**src/rtl/lcd_pkg.sv**
```systemverilog
// Shared definitions for the Spartan-3E character LCD write sequencer.
// Holds FSM encodings, the power-on nibble table, wait selection and config ROM.
// Helper functions keep the tables in one place for the top and the bench.
package lcd_pkg;

  typedef enum logic [2:0] {
    ST_PWR_WAIT,
    ST_INIT_NIB,
    ST_INIT_WAIT,
    ST_IDLE,
    ST_XFER_HI,
    ST_GAP,
    ST_XFER_LO,
    ST_BYTE_WAIT
  } state_e;

  typedef enum logic [1:0] {
    NW_IDLE,
    NW_SETUP,
    NW_PULSE,
    NW_HOLD
  } nw_state_e;

  // Which delay follows a given step; mapped to cycle counts in the top.
  typedef enum logic [1:0] {
    WS_INIT1,
    WS_INIT2,
    WS_CMD,
    WS_CLEAR
  } wait_sel_e;

  localparam int NUM_INIT = 4;
  localparam int NUM_CFG  = 4;

  // Power-on nibbles written alone: 0x3, 0x3, 0x3, 0x2 (switch to 4-bit mode).
  function automatic logic [3:0] init_nibble(input logic [1:0] k);
    logic [3:0] n;
    case (k)
      2'd3:    n = 4'h2;
      default: n = 4'h3;
    endcase
    return n;
  endfunction

  // Delay after each power-on nibble.
  function automatic wait_sel_e init_wait_sel(input logic [1:0] k);
    wait_sel_e w;
    case (k)
      2'd0:    w = WS_INIT1;
      2'd1:    w = WS_INIT2;
      default: w = WS_CMD;
    endcase
    return w;
  endfunction

  // Config ROM: function set, entry mode, display on, clear.
  function automatic logic [7:0] cfg_byte(input logic [1:0] j);
    logic [7:0] b;
    case (j)
      2'd0:    b = 8'h28;
      2'd1:    b = 8'h06;
      2'd2:    b = 8'h0C;
      default: b = 8'h01;
    endcase
    return b;
  endfunction

  // Clear and home commands need the long post-byte delay.
  function automatic logic is_long_cmd(input logic rs, input logic [7:0] d);
    return (rs == 1'b0) && (d >= 8'h01) && (d <= 8'h03);
  endfunction

endpackage

```
**src/rtl/lcd_nibble_writer.sv**
```systemverilog
// Writes one nibble to the LCD bus: rs/nibble setup, E pulse, then hold.
// Latency: T_SETUP+T_PULSE+T_HOLD cycles from start; done marks the last hold cycle.
// No backpressure: start is only honoured while idle, the caller sequences around done.
module lcd_nibble_writer
  import lcd_pkg::*;
#(
  parameter int T_SETUP = 2,
  parameter int T_PULSE = 12,
  parameter int T_HOLD  = 1,
  parameter int CW      = 8
) (
  input  logic       clk,
  input  logic       rst,
  input  logic       start_i,
  input  logic       rs_i,
  input  logic [3:0] nib_i,
  output logic       lcd_e_o,
  output logic       lcd_rs_o,
  output logic [3:0] lcd_nibble_o,
  output logic       done_o
);

  localparam logic [CW-1:0] C_SETUP = CW'(T_SETUP - 1);
  localparam logic [CW-1:0] C_PULSE = CW'(T_PULSE - 1);
  localparam logic [CW-1:0] C_HOLD  = CW'(T_HOLD - 1);

  nw_state_e     state_q, state_d;
  logic [CW-1:0] cnt_q, cnt_d;
  logic          e_q, e_d;
  logic          rs_q, rs_d;
  logic [3:0]    nib_q, nib_d;

  // Phase sequencing; rs/nibble only change when a new nibble starts.
  always_comb begin
    state_d = state_q;
    cnt_d   = cnt_q;
    e_d     = e_q;
    rs_d    = rs_q;
    nib_d   = nib_q;
    case (state_q)
      NW_IDLE: begin
        if (start_i) begin
          rs_d    = rs_i;
          nib_d   = nib_i;
          cnt_d   = C_SETUP;
          state_d = NW_SETUP;
        end
      end
      NW_SETUP: begin
        if (cnt_q == '0) begin
          e_d     = 1'b1;
          cnt_d   = C_PULSE;
          state_d = NW_PULSE;
        end else begin
          cnt_d = cnt_q - 1'b1;
        end
      end
      NW_PULSE: begin
        if (cnt_q == '0) begin
          e_d     = 1'b0;
          cnt_d   = C_HOLD;
          state_d = NW_HOLD;
        end else begin
          cnt_d = cnt_q - 1'b1;
        end
      end
      NW_HOLD: begin
        if (cnt_q == '0) begin
          state_d = NW_IDLE;
        end else begin
          cnt_d = cnt_q - 1'b1;
        end
      end
      default: state_d = NW_IDLE;
    endcase
  end

  // State and bus registers; reset drops E immediately.
  always_ff @(posedge clk) begin
    if (rst) begin
      state_q <= NW_IDLE;
      cnt_q   <= '0;
      e_q     <= 1'b0;
      rs_q    <= 1'b0;
      nib_q   <= 4'h0;
    end else begin
      state_q <= state_d;
      cnt_q   <= cnt_d;
      e_q     <= e_d;
      rs_q    <= rs_d;
      nib_q   <= nib_d;
    end
  end

  // done overlaps the final hold cycle so the caller's next wait starts without a bubble.
  assign done_o       = (state_q == NW_HOLD) && (cnt_q == '0);
  assign lcd_e_o      = e_q;
  assign lcd_rs_o     = rs_q;
  assign lcd_nibble_o = nib_q;

endmodule

```
**src/rtl/lcd_write_sequencer.sv**
```systemverilog
// LCD init/config sequencer with a valid/ready byte-write port (4-bit bus mode).
// Latency: a byte occupies 2*(setup+pulse+hold)+gap+post-byte wait cycles after acceptance.
// Backpressure: wr_ready is high only in IDLE; wr_valid is ignored otherwise (no queueing).
module lcd_write_sequencer
  import lcd_pkg::*;
#(
  parameter int T_PWR   = 750000,
  parameter int T_INIT1 = 205000,
  parameter int T_INIT2 = 5000,
  parameter int T_CMD   = 2000,
  parameter int T_CLEAR = 82000,
  parameter int T_GAP   = 50,
  parameter int T_SETUP = 2,
  parameter int T_PULSE = 12,
  parameter int T_HOLD  = 1,
  parameter int CNT_W   = 20
) (
  input  logic       clk,
  input  logic       rst,
  input  logic       wr_valid,
  input  logic       wr_rs,
  input  logic [7:0] wr_data,
  output logic       wr_ready,
  output logic       init_done,
  output logic       sf_e,
  output logic       lcd_e,
  output logic       lcd_rs,
  output logic       lcd_rw,
  output logic [3:0] lcd_nibble
);

  localparam logic [CNT_W-1:0] C_PWR   = CNT_W'(T_PWR - 1);
  localparam logic [CNT_W-1:0] C_INIT1 = CNT_W'(T_INIT1 - 1);
  localparam logic [CNT_W-1:0] C_INIT2 = CNT_W'(T_INIT2 - 1);
  localparam logic [CNT_W-1:0] C_CMD   = CNT_W'(T_CMD - 1);
  localparam logic [CNT_W-1:0] C_CLEAR = CNT_W'(T_CLEAR - 1);
  localparam logic [CNT_W-1:0] C_GAP   = CNT_W'(T_GAP - 1);

  state_e           state_q, state_d;
  logic [CNT_W-1:0] cnt_q, cnt_d;
  logic [1:0]       k_q, k_d;
  logic [1:0]       j_q, j_d;
  logic             cfg_q, cfg_d;
  logic             rs_q, rs_d;
  logic [7:0]       data_q, data_d;
  logic             wr_ready_q, wr_ready_d;
  logic             init_done_q, init_done_d;
  logic             sf_e_q, lcd_rw_q;

  logic             nw_start, nw_rs, nw_done;
  logic [3:0]       nw_nib;
  logic             ld_byte, ld_rs;
  logic [7:0]       ld_dat;

  function automatic logic [CNT_W-1:0] wait_cnt(input wait_sel_e w);
    logic [CNT_W-1:0] c;
    case (w)
      WS_INIT1: c = C_INIT1;
      WS_INIT2: c = C_INIT2;
      WS_CMD:   c = C_CMD;
      default:  c = C_CLEAR;
    endcase
    return c;
  endfunction

  // Sequencing FSM: next state, delay counter loads, nibble-writer start requests.
  always_comb begin
    state_d     = state_q;
    cnt_d       = cnt_q;
    k_d         = k_q;
    j_d         = j_q;
    cfg_d       = cfg_q;
    rs_d        = rs_q;
    data_d      = data_q;
    wr_ready_d  = wr_ready_q;
    init_done_d = init_done_q;
    nw_start    = 1'b0;
    nw_rs       = rs_q;
    nw_nib      = data_q[3:0];
    ld_byte     = 1'b0;
    ld_rs       = 1'b0;
    ld_dat      = 8'h00;
    if (cnt_q != '0) cnt_d = cnt_q - 1'b1;
    case (state_q)
      ST_PWR_WAIT: begin
        if (cnt_q == '0) begin
          state_d  = ST_INIT_NIB;
          k_d      = 2'd0;
          nw_start = 1'b1;
          nw_rs    = 1'b0;
          nw_nib   = init_nibble(2'd0);
        end
      end
      ST_INIT_NIB: begin
        if (nw_done) begin
          state_d = ST_INIT_WAIT;
          cnt_d   = wait_cnt(init_wait_sel(k_q));
        end
      end
      ST_INIT_WAIT: begin
        if (cnt_q == '0) begin
          if (k_q == 2'(NUM_INIT - 1)) begin
            cfg_d   = 1'b1;
            j_d     = 2'd0;
            ld_byte = 1'b1;
            ld_dat  = cfg_byte(2'd0);
          end else begin
            state_d  = ST_INIT_NIB;
            k_d      = k_q + 2'd1;
            nw_start = 1'b1;
            nw_rs    = 1'b0;
            nw_nib   = init_nibble(k_q + 2'd1);
          end
        end
      end
      ST_IDLE: begin
        if (wr_valid && wr_ready_q) begin
          ld_byte    = 1'b1;
          ld_rs      = wr_rs;
          ld_dat     = wr_data;
          wr_ready_d = 1'b0;
        end
      end
      ST_XFER_HI: begin
        if (nw_done) begin
          state_d = ST_GAP;
          cnt_d   = C_GAP;
        end
      end
      ST_GAP: begin
        if (cnt_q == '0) begin
          state_d  = ST_XFER_LO;
          nw_start = 1'b1;
        end
      end
      ST_XFER_LO: begin
        if (nw_done) begin
          state_d = ST_BYTE_WAIT;
          cnt_d   = is_long_cmd(rs_q, data_q) ? C_CLEAR : C_CMD;
        end
      end
      ST_BYTE_WAIT: begin
        if (cnt_q == '0) begin
          if (cfg_q && (j_q != 2'(NUM_CFG - 1))) begin
            j_d     = j_q + 2'd1;
            ld_byte = 1'b1;
            ld_dat  = cfg_byte(j_q + 2'd1);
          end else begin
            state_d     = ST_IDLE;
            cfg_d       = 1'b0;
            wr_ready_d  = 1'b1;
            init_done_d = 1'b1;
          end
        end
      end
      default: state_d = ST_PWR_WAIT;
    endcase
    // Config bytes and host bytes share the same byte path from here.
    if (ld_byte) begin
      state_d  = ST_XFER_HI;
      rs_d     = ld_rs;
      data_d   = ld_dat;
      nw_start = 1'b1;
      nw_rs    = ld_rs;
      nw_nib   = ld_dat[7:4];
    end
  end

  // Sequencer registers; reset restarts the whole power-on sequence.
  always_ff @(posedge clk) begin
    if (rst) begin
      state_q     <= ST_PWR_WAIT;
      cnt_q       <= C_PWR;
      k_q         <= 2'd0;
      j_q         <= 2'd0;
      cfg_q       <= 1'b0;
      rs_q        <= 1'b0;
      data_q      <= 8'h00;
      wr_ready_q  <= 1'b0;
      init_done_q <= 1'b0;
      sf_e_q      <= 1'b1;
      lcd_rw_q    <= 1'b0;
    end else begin
      state_q     <= state_d;
      cnt_q       <= cnt_d;
      k_q         <= k_d;
      j_q         <= j_d;
      cfg_q       <= cfg_d;
      rs_q        <= rs_d;
      data_q      <= data_d;
      wr_ready_q  <= wr_ready_d;
      init_done_q <= init_done_d;
      sf_e_q      <= 1'b1;
      lcd_rw_q    <= 1'b0;
    end
  end

  lcd_nibble_writer #(
    .T_SETUP (T_SETUP),
    .T_PULSE (T_PULSE),
    .T_HOLD  (T_HOLD),
    .CW      (8)
  ) u_nw (
    .clk          (clk),
    .rst          (rst),
    .start_i      (nw_start),
    .rs_i         (nw_rs),
    .nib_i        (nw_nib),
    .lcd_e_o      (lcd_e),
    .lcd_rs_o     (lcd_rs),
    .lcd_nibble_o (lcd_nibble),
    .done_o       (nw_done)
  );

  assign wr_ready  = wr_ready_q;
  assign init_done = init_done_q;
  assign sf_e      = sf_e_q;
  assign lcd_rw    = lcd_rw_q;

endmodule

```
**config.mk**
```make
export PLATFORM = sky130hd
export DESIGN_NAME = lcd_write_sequencer
export DESIGN_NICKNAME = d
export VERILOG_FILES = /design/src/rtl/lcd_pkg.sv /design/src/rtl/lcd_nibble_writer.sv /design/src/rtl/lcd_write_sequencer.sv
export SDC_FILE = /design/constraint.sdc
export NUM_CORES = 1
export LEC_CHECK = 0
export BUFFER_PORTS_ARGS = -buffer_cell sky130_fd_sc_hd__buf_2
export CORE_UTILIZATION = 40
export DETAILED_ROUTE_END_ITERATION = 10
export GPL_TIMING_DRIVEN = 0
export SYNTH_ARGS = -nofsm -noshare
export SYNTH_HDL_FRONTEND = slang
export SYNTH_SLANG_ARGS = --single-unit
```
**constraint.sdc**
```tcl
create_clock -name clk -period 2.9 [get_ports clk]
set_input_delay 0.145 -clock clk [delete_from_list [all_inputs] [get_ports clk]]
set_output_delay 0.145 -clock clk [all_outputs]
set_load 0.03 [all_outputs]
```
==> reports/metrics.yaml <==
logic_synthesis:
  syn_area_sq_um: 3150
  post_synth.cell_area_avg_sq_um: 7.87
  ys_async_sr_fraction_pct: 0
  ys_ff_latch: 55
  yosysSeqAreaShare_pct: 34.9
  ys.flop_type: "dfxtp_1"
  yosys_warnings: 0
  yosysUniqueCellTypes: 58
  synth_cells: 401
  synth_edf_count: 0
  syn_nets: 430
grt:
  grt_pass1_wl_mm: 13.3
  grt_max_degree: 17
  use_met2_pct: 33.4
  grt_util_met3_pct: 2.86
  antenna_found_initial: 0
  grt_pass1_vias: 2751
  grt_most_used_layer: "met2"
  grt-ovfl-total: 0
  use_met1_pct: 26.8
  grt_usage_pct: 20.2
place:
  dp_cells: 521
  hpwl_mm: 5.96
  place_congestion: 0.889
  io_buffers: 18
floorplan:
  ios: 22
  placementRows: 32
  fp.dieW_microns: 90.8
  die-area_sq_um: 8240
  core_region_area_sq_um: 7690
  die_h_microns: 90.8
  start_util_pct: 41.0
timing:
  hold_violations: 0
  drv_slew: 0
  whs_ns: 0.0843
  fin_tns_setup_ns: 0
  grt_setup_unrepaired: "no"
  fin_skew_ns: 0.00663
  finalSetupViolations: 0
  period_share_pct: 91.4
  tightest_slew_ns: 0.876
  max_clock_freq_ghz: 0.377
  fin_crit_ns: 2.65
  slew_headroom_pct: 41.0
worst_setup_path:
  worst-setup-path-type: "reg2reg"
  cp-end-kind: "register"
  cp_max_fo: 10
  crit_required_ns: 3.15
  crit_path_start_kind: "register"
  arrival_ns: 2.90
clock_tree:
  cts.path.max_buffers: 2
  clkTransAtPathRegs_ns: 0.10
  insertion_delay_ns: 0.32
  ctsResizeCount: 0
  cts_made_buffers: 5
  htreeDepth: 2
  cts_tree: "built"
  post-cts-setup-buffers: 0
  cts_hold_buf: 0
  cts_root_buf: "clkbuf_8"
  cts_sinks: 55
routing:
  vias: 2938
  drtAntennaViolNets: 0
  drt_iter0_drc: 138
  first_pass_iters: 5
  drc: 0
  avgRoutedWirePerCell_microns: 15.1
  routed_wl_mm: 8.08
  viasPerCell: 5.50
final_layout:
  layout-drive-gt1-share_pct: 9.03
  layout_common_cells: "nand2_1 (56), dfxtp_1 (55), a21oi_1 (30), nor2_1 (27)"
  diodes: 0
  final_nets: 460
  fin_cells: 534
  final_common_cell: "nand2_1"
  syn2layout_area_growth_pct: 11.8
  post-route-util_pct: 45.9
hold_path:
  hp-class: "in2reg"
power_and_ir_drop:
  power_density_nw_per_um2: 459
  ir_drop_uv: 256
  leakagePower_uw: 0.00127
flow_run:
  maxCapViolCount: 0
run_status:
  status: "complete, no violations"
-- Yosys cell counts, types with 4 or more instances --
master     n  area [sq um]
ha_1      17           213
o211ai_1   5          37.5
nand2_1   56           210
dfxtp_1   55          1100
inv_1     20          75.1
or3_1      9          56.3
xor2_1    10          87.6
clkbuf_1  15          56.3
o21ai_0   20           100
a21oi_1   30           150
nor4_1     8          50.1
nor3_1    20           100
a221oi_1   5          43.8
o31ai_1    4          30.0
nand2b_1  10          62.6
nor2_1    27           101
a31oi_1    9          56.3
nand3_1    9          45.0
a211oi_1   6          45.0
xnor2_1    6          52.6
nor2b_1    4          25.0
-- flip-flops by register name, summed over array words and instances, names as in the netlist --
register,count
cfg_q,1
cnt_q,20
data_q,8
init_done,1
j_q,2
k_q,2
rs_q,1
state_q,3
u_nw.cnt_q,8
u_nw.lcd_e_o,1
u_nw.lcd_nibble_o,4
u_nw.lcd_rs_o,1
u_nw.state_q,2
wr_ready,1
-- routing by layer --
metal,wire (microns),share of wire [%]
met2,3760,46
met4,165,2.0
met3,309,3.8
met1,3850,48
met5,0,0
-- stage by stage --
stage	power, uW	cell area [sq um]	worst slack (ns)
5_1_grt	1700	3530	0.0141
6_report	1620	3530	0.250
3_3_place_gp	1080	3370	0.211
2_1_floorplan	1010	3150	0.528
4_1_cts	1630	3490	0.155
3_5_place_dp	1090	3370	0.171
-- worst max-delay path, stage by stage (launching register included) --
cell	delay, ns
dfxtp_1	0.35
nor4_1	0.47
nand2_1	0.21
clkbuf_1	0.30
o31ai_1	0.47
nor3_2	0.16
or4_1	0.49
a21oi_1	0.13
-- kinds of logic (layout without fill, tap and decap cells) --
kind of cell / Yosys count / in the layout / share of synthesized area (%)
AND/OR/NAND/NOR: 169 / 169 / 27.4
AO/OA/AOI/OAI: 103 / 103 / 21.1
flip-flops: 55 / 55 / 34.9
buffers and inverters: 38 / 69 / 4.80
adder cells (fa/ha/maj): 17 / 17 / 6.74
XOR/XNOR: 16 / 16 / 4.44
other: 2 / 2 / 0.238
multiplexers: 1 / 1 / 0.317
-- final timing paths --
path                           from                         end  slack (ns)  depth (start not counted)
max             cnt_q[3]$_SDFF_PP1_  u_nw.cnt_q[1]$_SDFFE_PP0P_        0.25                          7
min reg2reg  init_done$_SDFFE_PP0P_      init_done$_SDFFE_PP0P_        0.46                          2
max reg2reg     cnt_q[3]$_SDFF_PP1_  u_nw.cnt_q[1]$_SDFFE_PP0P_        0.25                          7
min                      wr_data[1]      data_q[1]$_SDFFE_PP0P_        0.08                          3
-- layout make-up --
class | instances | area, sq um
Fill cell | 791 | 4160
Multi-Input combinational cell | 308 | 1900
Sequential cell | 55 | 1100
Timing Repair Buffer | 23 | 128
Tap cell | 102 | 128
Clock buffer | 6 | 82.6
Buffer | 18 | 76.3
Inverter | 20 | 75.1
Clock inverter | 2 | 35.0
-- power by group --
group	switching, uW	internal [uW]
clock	271	280
sequential	18.2	775
combinational	179	96.2
total	468	1150
Note: power is estimated with default switching activity, not from simulation.
